File: src/rtl/muldiv_unit.sv
// Iterative RV32M/RV64M multiply/divide engine.
// One bit per cycle: radix-2 shift-add multiply and restoring divide.
// Divide-by-zero and signed-overflow divides finish in a single cycle.
// The sign fix is applied on the edge that enters DONE.
module muldiv_unit #(
  parameter int XLEN = 32
) (
  input  logic            clk,
  input  logic            rst,
  input  logic            start,
  input  logic [2:0]      func3,
  input  logic [XLEN-1:0] op_a,
  input  logic [XLEN-1:0] op_b,
  input  logic            flush,
  output logic            busy,
  output logic            done,
  output logic [XLEN-1:0] result
);

  localparam int CW = $clog2(XLEN);
  localparam logic [XLEN-1:0]   ZERO    = {XLEN{1'b0}};
  localparam logic [XLEN-1:0]   ONES    = {XLEN{1'b1}};
  localparam logic [XLEN-1:0]   ONE     = {{(XLEN-1){1'b0}}, 1'b1};
  localparam logic [XLEN-1:0]   MIN_NEG = {1'b1, {(XLEN-1){1'b0}}};
  localparam logic [2*XLEN-1:0] ZERO2   = {(2*XLEN){1'b0}};
  localparam logic [2*XLEN-1:0] ONE2    = {{(2*XLEN-1){1'b0}}, 1'b1};

  typedef enum logic [1:0] {
    S_IDLE = 2'd0,
    S_MUL  = 2'd1,
    S_DIV  = 2'd2,
    S_DONE = 2'd3
  } state_t;

  state_t            state_r;
  logic [CW-1:0]     cnt_r;
  logic [1:0]        sel_r;       // func3[1:0] of the op in flight
  logic              neg_r;       // negate product / quotient at the end
  logic              neg_rem_r;   // remainder takes the dividend's sign
  logic [2*XLEN-1:0] prod_r;
  logic [2*XLEN-1:0] mcand_r;     // multiplicand magnitude, shifted left per step
  logic [XLEN-1:0]   shreg_r;     // multiplier (shifts right) or dividend/quotient (shifts left)
  logic [XLEN-1:0]   dvs_r;       // divisor magnitude
  logic [XLEN-1:0]   prem_r;      // restored partial remainder, always below the divisor

  logic              sgn_a_s, sgn_b_s, a_neg_s, b_neg_s;
  logic [XLEN-1:0]   a_mag_s, b_mag_s, spec_res_s;
  logic              div_zero_s, div_ovf_s;

  logic [2*XLEN-1:0] prod_nxt_s, prod_fin_s;
  logic [XLEN-1:0]   mul_res_s;
  logic [XLEN:0]     rem_sh_s, diff_s;
  logic              q_bit_s;
  logic [XLEN-1:0]   rem_nxt_s, quo_nxt_s, quo_fin_s, rem_fin_s, div_res_s;

  // Decode signedness, operand magnitudes and the single-cycle special cases
  always_comb begin
    sgn_a_s = 1'b0;
    sgn_b_s = 1'b0;
    if (func3[2]) begin
      sgn_a_s = ~func3[0];
      sgn_b_s = ~func3[0];
    end else begin
      sgn_a_s = (func3[1:0] == 2'b01) || (func3[1:0] == 2'b10);
      sgn_b_s = (func3[1:0] == 2'b01);
    end
    a_neg_s    = sgn_a_s & op_a[XLEN-1];
    b_neg_s    = sgn_b_s & op_b[XLEN-1];
    a_mag_s    = a_neg_s ? (~op_a + ONE) : op_a;
    b_mag_s    = b_neg_s ? (~op_b + ONE) : op_b;
    div_zero_s = func3[2] & (op_b == ZERO);
    div_ovf_s  = func3[2] & ~func3[0] & (op_a == MIN_NEG) & (op_b == ONES);
    if (div_zero_s) begin
      spec_res_s = func3[1] ? op_a : ONES;
    end else if (div_ovf_s) begin
      spec_res_s = func3[1] ? ZERO : op_a;
    end else begin
      spec_res_s = ZERO;
    end
  end

  // One multiply step, one restoring-divide step, and the final sign fix
  always_comb begin
    prod_nxt_s = prod_r + (shreg_r[0] ? mcand_r : ZERO2);
    prod_fin_s = neg_r ? (~prod_nxt_s + ONE2) : prod_nxt_s;
    mul_res_s  = (sel_r == 2'b00) ? prod_fin_s[XLEN-1:0] : prod_fin_s[2*XLEN-1:XLEN];
    rem_sh_s   = {prem_r, shreg_r[XLEN-1]};
    diff_s     = rem_sh_s - {1'b0, dvs_r};
    q_bit_s    = ~diff_s[XLEN];
    rem_nxt_s  = q_bit_s ? diff_s[XLEN-1:0] : rem_sh_s[XLEN-1:0];
    quo_nxt_s  = {shreg_r[XLEN-2:0], q_bit_s};
    quo_fin_s  = neg_r ? (~quo_nxt_s + ONE) : quo_nxt_s;
    rem_fin_s  = neg_rem_r ? (~rem_nxt_s + ONE) : rem_nxt_s;
    div_res_s  = sel_r[1] ? rem_fin_s : quo_fin_s;
  end

  // Control FSM with the iteration datapath and registered busy/done/result
  always_ff @(posedge clk) begin
    if (rst) begin
      state_r   <= S_IDLE;
      busy      <= 1'b0;
      done      <= 1'b0;
      result    <= ZERO;
      cnt_r     <= {CW{1'b0}};
      sel_r     <= 2'b00;
      neg_r     <= 1'b0;
      neg_rem_r <= 1'b0;
      prod_r    <= ZERO2;
      mcand_r   <= ZERO2;
      shreg_r   <= ZERO;
      dvs_r     <= ZERO;
      prem_r    <= ZERO;
    end else if (flush) begin
      state_r <= S_IDLE;
      busy    <= 1'b0;
      done    <= 1'b0;
    end else begin
      case (state_r)
        S_IDLE, S_DONE: begin
          state_r <= S_IDLE;
          busy    <= 1'b0;
          done    <= 1'b0;
          if (start) begin
            sel_r     <= func3[1:0];
            neg_r     <= a_neg_s ^ b_neg_s;
            neg_rem_r <= a_neg_s;
            cnt_r     <= CW'(XLEN-1);
            prod_r    <= ZERO2;
            prem_r    <= ZERO;
            mcand_r   <= {ZERO, a_mag_s};
            shreg_r   <= func3[2] ? a_mag_s : b_mag_s;
            dvs_r     <= b_mag_s;
            if (div_zero_s | div_ovf_s) begin
              state_r <= S_DONE;
              done    <= 1'b1;
              result  <= spec_res_s;
            end else begin
              state_r <= func3[2] ? S_DIV : S_MUL;
              busy    <= 1'b1;
            end
          end
        end
        S_MUL: begin
          prod_r  <= prod_nxt_s;
          mcand_r <= mcand_r << 1;
          shreg_r <= shreg_r >> 1;
          cnt_r   <= cnt_r - CW'(1);
          if (cnt_r == {CW{1'b0}}) begin
            state_r <= S_DONE;
            busy    <= 1'b0;
            done    <= 1'b1;
            result  <= mul_res_s;
          end
        end
        S_DIV: begin
          prem_r  <= rem_nxt_s;
          shreg_r <= quo_nxt_s;
          cnt_r   <= cnt_r - CW'(1);
          if (cnt_r == {CW{1'b0}}) begin
            state_r <= S_DONE;
            busy    <= 1'b0;
            done    <= 1'b1;
            result  <= div_res_s;
          end
        end
        default: begin
          state_r <= S_IDLE;
          busy    <= 1'b0;
          done    <= 1'b0;
        end
      endcase
    end
  end

endmodule
File: config.mk
export PLATFORM = sky130hd
export DESIGN_NAME = muldiv_unit
export DESIGN_NICKNAME = d
export VERILOG_FILES = /design/src/rtl/muldiv_unit.sv
export SDC_FILE = /design/constraint.sdc
export NUM_CORES = 1
export LEC_CHECK = 0
export BUFFER_PORTS_ARGS = -buffer_cell sky130_fd_sc_hd__buf_2
export CAP_MARGIN = 5
export CORE_ASPECT_RATIO = 0.8
export CORE_UTILIZATION = 40
export DETAILED_ROUTE_END_ITERATION = 10
export PLACE_DENSITY = 0.55
export SLEW_MARGIN = 25
export SYNTH_ARGS = -nofsm -noshare
export SYNTH_HDL_FRONTEND = slang
export SYNTH_SLANG_ARGS = --single-unit
File: constraint.sdc
create_clock -name clk -period 12.5 [get_ports clk]
set_input_delay 3.125 -clock clk [delete_from_list [all_inputs] [get_ports clk]]
set_output_delay 3.125 -clock clk [all_outputs]
set_load 0.02 [all_outputs]
Yosys cells after proc, flatten, opt, wreduce, memory -nomap -nowiden
Cells that the tools add are included.
Widths: inputs -> output; s select.
{"block": "totals", "ff_bits": 269, "inputBits": 71, "output_inout_bits": 34}
{"block": "classes", "n_addsub": 8, "n_eq_ne": 12, "n_mux": 44, "bitwise_logic": 16, "n_reduce_logical": 15}
{"op": "$mux 32", "count": 18}
{"op": "$mux 64", "count": 4}
{"op": "$pmux 64 s2", "count": 2}
{"op": "$pmux 32 s3", "count": 2}
{"op": "$add 32x1->32 const B", "count": 4}
{"op": "$not 32->32", "count": 4}
{"op": "$add 64x1->64 const B", "count": 1}
{"op": "$add 64x64->64", "count": 1}
{"op": "$eq 32x32->1 const B", "count": 2}
{"op": "$not 64->64", "count": 1}
{"op": "$pmux 32 s2", "count": 1}
{"op": "$sub 33x32->33", "count": 1}
{"op": "$logic_not 32->1", "count": 1}
{"op": "$pmux 5 s2", "count": 1}
{"op": "$reduce_and 3->1", "count": 3}
{"op": "$mux 1", "count": 8}
{"op": "$mux 2", "count": 4}
{"op": "$ne 2x2->1 const B", "count": 4}
{"op": "$and 1x1->1", "count": 6}
{"op": "$eq 2x2->1 const B", "count": 3}
{"op": "$reduce_or 2->1", "count": 3}
{"op": "$logic_not 5->1", "count": 1}
{"op": "$mux 5", "count": 1}
{"op": "$reduce_and 5->1", "count": 1}
{"op": "12 further kinds", "count": 18}

Longest topological paths before layout
{"block": "logic_depth", "ltp_word": 9, "mapped_depth": 28, "depth_no_buf": 24}

Worst setup path after synthesis
OpenSTA, ideal clock, no wires.
{"block": "synth_path", "path_kind": "input-to-reg", "start": "input port op_a[3]", "end": "register result[21]", "setup_time_ps": 92, "t_arrival_ps": 6029, "required_ps": 12408, "setup_slack_ps": 6378, "path_stages": 13, "cell_sequence": "or3_1 -> or3_1 -> nor2_1 -> nand2_1 -> or4_1 -> clkbuf_1 -> nor2_1 -> nor3_1 -> nor2b_1 -> nor2_1 -> or4b_2 -> a31o_2 -> o32ai_1"}
{"block": "synth_between", "elab_chain_len": 8}
{"item": "from (decl)", "line": "12", "rtl": "input logic [XLEN-1:0] op_a,"}
{"item": "$eq 32x32->1 (*)", "line": "72", "rtl": "div_ovf_s = func3[2] & ~func3[0] & (op_a == MIN_NEG) & (op_b == ONES);"}
{"item": "$and 1x1->1 (*) (2 in series)", "line": "72"}
{"item": "$mux 32", "line": "75", "rtl": "end else if (div_ovf_s) begin"}
{"item": "$mux 32", "line": "73", "rtl": "if (div_zero_s) begin"}
{"item": "$mux 32", "line": "133", "rtl": "if (div_zero_s | div_ovf_s) begin"}
{"item": "$mux 32", "line": "123", "rtl": "if (start) begin"}
{"item": "$pmux 32 s3", "line": "118", "rtl": "case (state_r)"}
{"item": "to (signal assigned)", "line": "136", "rtl": "result <= spec_res_s;"}
{"item": "to (signal assigned)", "line": "152", "rtl": "result <= mul_res_s;"}
{"item": "to (signal assigned)", "line": "163", "rtl": "result <= div_res_s;"}
{"item": "to (decl)", "line": "17", "rtl": "output logic [XLEN-1:0] result"}
Every way passes the cells marked *; elsewhere a longest branch is shown, timed or not. The select of a mux whose other input is x is not followed.
A chain may end at the register's enable or synchronous reset.

Final worst setup path
{"block": "layout_path", "start": "register shreg_r[31]", "end": "register result[24]"}
{"block": "layout_between", "elab_chain_len": 8}
{"item": "from (decl)", "line": "42", "rtl": "logic [XLEN-1:0] shreg_r;"}
{"item": "from (signal assigned)", "line": "131", "rtl": "shreg_r <= func3[2] ? a_mag_s : b_mag_s;"}
{"item": "from (signal assigned)", "line": "146", "rtl": "shreg_r <= shreg_r >> 1;"}
{"item": "from (signal assigned)", "line": "157", "rtl": "shreg_r <= quo_nxt_s;"}
{"item": "$sub 33x32->33", "line": "88", "rtl": "diff_s = rem_sh_s - {1'b0, dvs_r};"}
{"item": "$mux 32 or $not 1->1 (tied branches)", "line": "90, 89"}
{"item": "$not 32->32, on equally long branches", "line": "93, 92"}
{"item": "$add 32x1->32, on equally long branches", "line": "93, 92"}
{"item": "$mux 32, on equally long branches", "line": "93, 92"}
{"item": "$mux 32 (*)", "line": "94", "rtl": "div_res_s = sel_r[1] ? rem_fin_s : quo_fin_s;"}
{"item": "$mux 32 (*)", "line": "159", "rtl": "if (cnt_r == {CW{1'b0}}) begin"}
{"item": "$pmux 32 s3 (*)", "line": "118"}
Marks and branches as above.

==> flow_metrics.env <==
export IMPL_run_status="finished, final reports clean"
export IMPL_n_fill_cell=6230
export IMPL_drive_above_1_share=0.0780
export IMPL_synth_area_mux_share=0.0163
export IMPL_worst_r2r_cell_count=25
export IMPL_half_perimeter_wire_length_of_the_detailed_placement_result_mm=83.6
export IMPL_detail_route_wl_per_cell_um=25.8
export IMPL_drc_errors=0
export IMPL_worstSetupPathType="reg2reg"
export IMPL_hold_fix_buffers_cts=0
export IMPL_gp_congestion=0.993
export IMPL_synth_top_family_by_area="compound AO/OA/AOI/OAI gates"
export IMPL_synth_most_common_cell="sky130_fd_sc_hd__nor2_1"
export IMPL_synthSimpleGateAreaFrac=0.266
export IMPL_period_minus_slack_ps=6730
export IMPL_start_util=0.405
export IMPL_place_worst_setup_slack_ps=5430
export IMPL_detailed_place_area_mm2=0.0251
export IMPL_numClockSinks=269
export IMPL_fin_worst_skew_ps=42.2
export IMPL_worst_setup_path_end_kind="flop"
export IMPL_drt_pass1_iter_count=6
export IMPL_cts_repair_resize_count=0
export IMPL_fin_nets=3588
export IMPL_setup_reg_to_reg_worst_slack_ps=5770
export IMPL_cts_htree_levels=2
export IMPL_dieWidth_um=277
export IMPL_pwr_density_cell_mw_per_mm2=99.0
export IMPL_yosys_top_cells_count="sky130_fd_sc_hd__nor2_1 (396), sky130_fd_sc_hd__nand2_1 (381), sky130_fd_sc_hd__a21oi_1 (314)"
export IMPL_grt_pass1_vias=24297
export IMPL_start_kind="flop"
export IMPL_final_design_area_no_fill_mm2=0.0263
export IMPL_vdd_drop_max_mv=0.0726
export IMPL_synth_enable_flop_cells=0
export IMPL_worstPathArrival_ps=7200
export IMPL_synth_top_cells_by_area="sky130_fd_sc_hd__dfxtp_1 (22%), sky130_fd_sc_hd__a21oi_1 (6.5%), sky130_fd_sc_hd__nor2_1 (6.2%), sky130_fd_sc_hd__nand2_1 (5.9%), sky130_fd_sc_hd__ha_1 (5.5%)"
export IMPL_synth_sequential_area_ratio=0.223
export IMPL_dominant_synthesized_flop_cell="sky130_fd_sc_hd__dfxtp_1"
export IMPL_yosys_register_bits=269
export IMPL_die_area_mm2=0.0613
export IMPL_hold_path_end="prod_r[0]$_SDFFE_PP0P_"
export IMPL_kind_of_path_behind_the_tightest_hold_check="reg2reg"
export IMPL_hold_worst_slack_ps=459
export IMPL_grt_pass1_wl_mm=160
export IMPL_drv_cap=0
export IMPL_synth_net_count=3646
export IMPL_period_share=0.539
export IMPL_hold_violations=0
export IMPL_cts_buffer_depth=3
export IMPL_crit_fanout=48
export IMPL_startpoint="shreg_r[31]$_SDFFE_PP0P_"
export IMPL_io_buffers=104
export IMPL_pin_count_of_the_biggest_net_entering_global_routing=100
export IMPL_synth_lib_cells_used_distinct=93
export IMPL_worst_path_dominant_cell_family="compound AO/OA/AOI/OAI gates"
export IMPL_synth_avg_cell_area_um2=6.96
export IMPL_crit_path_max_incr_delay_ps=530
export IMPL_timing_setup_tns_ps=0
export IMPL_finalWirelength_mm=109
export IMPL_power_static_leakage_nw=10.0
export IMPL_cts_tree="done"
export IMPL_clk_transition_reported_paths_ps=60
export IMPL_max_slew_margin_rel=0.253
export IMPL_setup_viol=0
export IMPL_reg2reg_to="result[24]$_SDFFE_PP0P_"
export IMPL_utilization=0.441
export IMPL_critical_path_depth=25
export IMPL_min_delay_path_depth=2
export IMPL_netlist_area_mm2=0.0241
export IMPL_finish_cell_count_without_fillers=4216
export IMPL_worst_path_max_delay_cell="sky130_fd_sc_hd__nor3_1"
export IMPL_area_of_the_core_mm2=0.0597
export IMPL_setup_ws_post_layout_ps=5770
export IMPL_synth_yosys_warnings=0
export IMPL_post_synth_fa_ha_maj_area_fraction=0.0566
export IMPL_yosysTopAreaCellShare=0.223
export IMPL_tot_gr_track_use=0.340
export IMPL_postSynth_asyncResetShare=0
export IMPL_detail_route_antenna_nets=0
export IMPL_route_detailed_vias_per_inst=6.51
export IMPL_gr_overflow_total=0
export IMPL_post_cts_setup_buffers=0
export IMPL_rr_startpoint="shreg_r[31]$_SDFFE_PP0P_"
export IMPL_drv_slew=0
export IMPL_max_freq_mhz=149
export IMPL_vias_after_detailed_routing=27459
export IMPL_rsz_0062_raised_after_global_routing="false"
export IMPL_die_h_um=222
export IMPL_min_from="prod_r[0]$_SDFFE_PP0P_"
export IMPL_finalPower_mw=2.61
export IMPL_ioPinCount=105
export IMPL_place_detailed_instances=4151
export IMPL_num_rows=80
export IMPL_synth_xor_area_share=0.0762
export IMPL_yosys_area_top_type="sky130_fd_sc_hd__dfxtp_1"
export IMPL_synth_cells=3467
export IMPL_grt_antenna_before_repair=4
export IMPL_synthToLayoutAreaGrowth_pct=9.07
export IMPL_clock_latency_ps=590
export IMPL_numCtsBuffers=35
export IMPL_critical_path_required_ps=12960
export IMPL_cts_root_buf="sky130_fd_sc_hd__clkbuf_16"
export IMPL_worstPathBufferInverterCount=6
export IMPL_worst_pin_slew_ps=1110
export IMPL_synth_compound_area_frac=0.308
export IMPL_iteration_0_drc_count_of_the_detailed_router=4056
==> cell families after synthesis <==
kind of cell	count (synthesis)
xor+xnor	210
compound gates	1156
buf+inv	338
fa+ha+maj	108
flops	269
mux	38
simple gates	1348
==> state kept, by name, summed over array words and instances, names as in the netlist <==
signal	flops
mcand_r	64
prod_r	64
dvs_r	32
prem_r	32
result	32
shreg_r	32
cnt_r	5
sel_r	2
state_r	2
busy	1
done	1
neg_r	1
neg_rem_r	1
==> routing by layer <==
| layer | share of wire | track usage | vias to the layer above |
|---|---|---|---|
| li1 | - | - | 12598 |
| met1 | 0.48 | 0.531 | 13137 |
| met2 | 0.38 | 0.455 | 1534 |
| met3 | 0.11 | 0.0738 | 186 |
| met4 | 0.028 | 0.0952 | 4 |
| met5 | 0.00023 | 0 | - |
==> layout make-up <==
type | instances | area [um2] | area share
diodes | 3 | 7.51 | 0.000285
clock buffers | 47 | 992 | 0.0377
clock inverters | 15 | 219 | 0.00832
inverters | 98 | 368 | 0.0140
multi-input cells | 2860 | 17500 | 0.666
flip-flops and latches | 269 | 5390 | 0.205
well taps | 779 | 975 | 0.0370
repair buffers | 145 | 845 | 0.0321
==> worst max-delay path by stage <==
| stage | end |
|---|---|
| after floorplan | result[21]$_SDFFE_PP0P_ |
| after global placement | result[21]$_SDFFE_PP0P_ |
| after detailed placement | result[17]$_SDFFE_PP0P_ |
| after CTS | result[30]$_SDFFE_PP0P_ |
| after global routing | result[30]$_SDFFE_PP0P_ |
| final | result[24]$_SDFFE_PP0P_ |
==> placed cells by master (no fill, tap or decap), types with 11 or more instances in the layout <==
master,instances
sky130_fd_sc_hd__buf_4,39
sky130_fd_sc_hd__clkbuf_16,36
sky130_fd_sc_hd__and4_1,17
sky130_fd_sc_hd__a22oi_1,105
sky130_fd_sc_hd__o22ai_1,12
sky130_fd_sc_hd__inv_1,95
sky130_fd_sc_hd__o21ai_0,251
sky130_fd_sc_hd__nand2b_1,16
sky130_fd_sc_hd__o41ai_1,13
sky130_fd_sc_hd__nand3_1,114
sky130_fd_sc_hd__mux2i_1,28
sky130_fd_sc_hd__a221oi_1,21
sky130_fd_sc_hd__xor2_1,91
sky130_fd_sc_hd__nor4_1,38
sky130_fd_sc_hd__dfxtp_1,267
sky130_fd_sc_hd__or2_2,16
sky130_fd_sc_hd__nand4_1,50
sky130_fd_sc_hd__o21a_1,23
sky130_fd_sc_hd__a31oi_1,52
sky130_fd_sc_hd__buf_2,103
sky130_fd_sc_hd__o211ai_1,50
sky130_fd_sc_hd__and2_1,92
sky130_fd_sc_hd__a21oi_1,313
sky130_fd_sc_hd__a21boi_0,12
sky130_fd_sc_hd__nor2_1,392
sky130_fd_sc_hd__o31ai_1,46
sky130_fd_sc_hd__a21o_1,47
sky130_fd_sc_hd__nand2_1,380
sky130_fd_sc_hd__o2111ai_1,11
sky130_fd_sc_hd__or3_1,52
sky130_fd_sc_hd__nor3_1,86
sky130_fd_sc_hd__ha_1,104
sky130_fd_sc_hd__and3_1,26
sky130_fd_sc_hd__o21bai_1,13
sky130_fd_sc_hd__or4_1,12
sky130_fd_sc_hd__xnor2_1,119
sky130_fd_sc_hd__a211oi_1,72
==> power by group <==
group | internal, mW | total, mW | leakage [nW] | switching, mW
Sequential | 0.889 | 0.938 | 2.19 | 0.0486
Clock | 0.662 | 1.11 | 0.600 | 0.447
Combinational | 0.164 | 0.558 | 7.25 | 0.395
Total | 1.72 | 2.61 | 10.0 | 0.890
==> worst reg2reg max path, delay by kind of cell, from the launching register on <==
kind | cells | cell delay (ps)
xor gates and xnor gates | 1 | 290
adders and majority gates | 3 | 910
AOI/OAI and AO/OA | 8 | 2020
buffers and inverters | 6 | 1370
DFF | 1 | 410
and+or+nand+nor | 7 | 1620
Note: power is estimated with default switching activity, not from simulation.
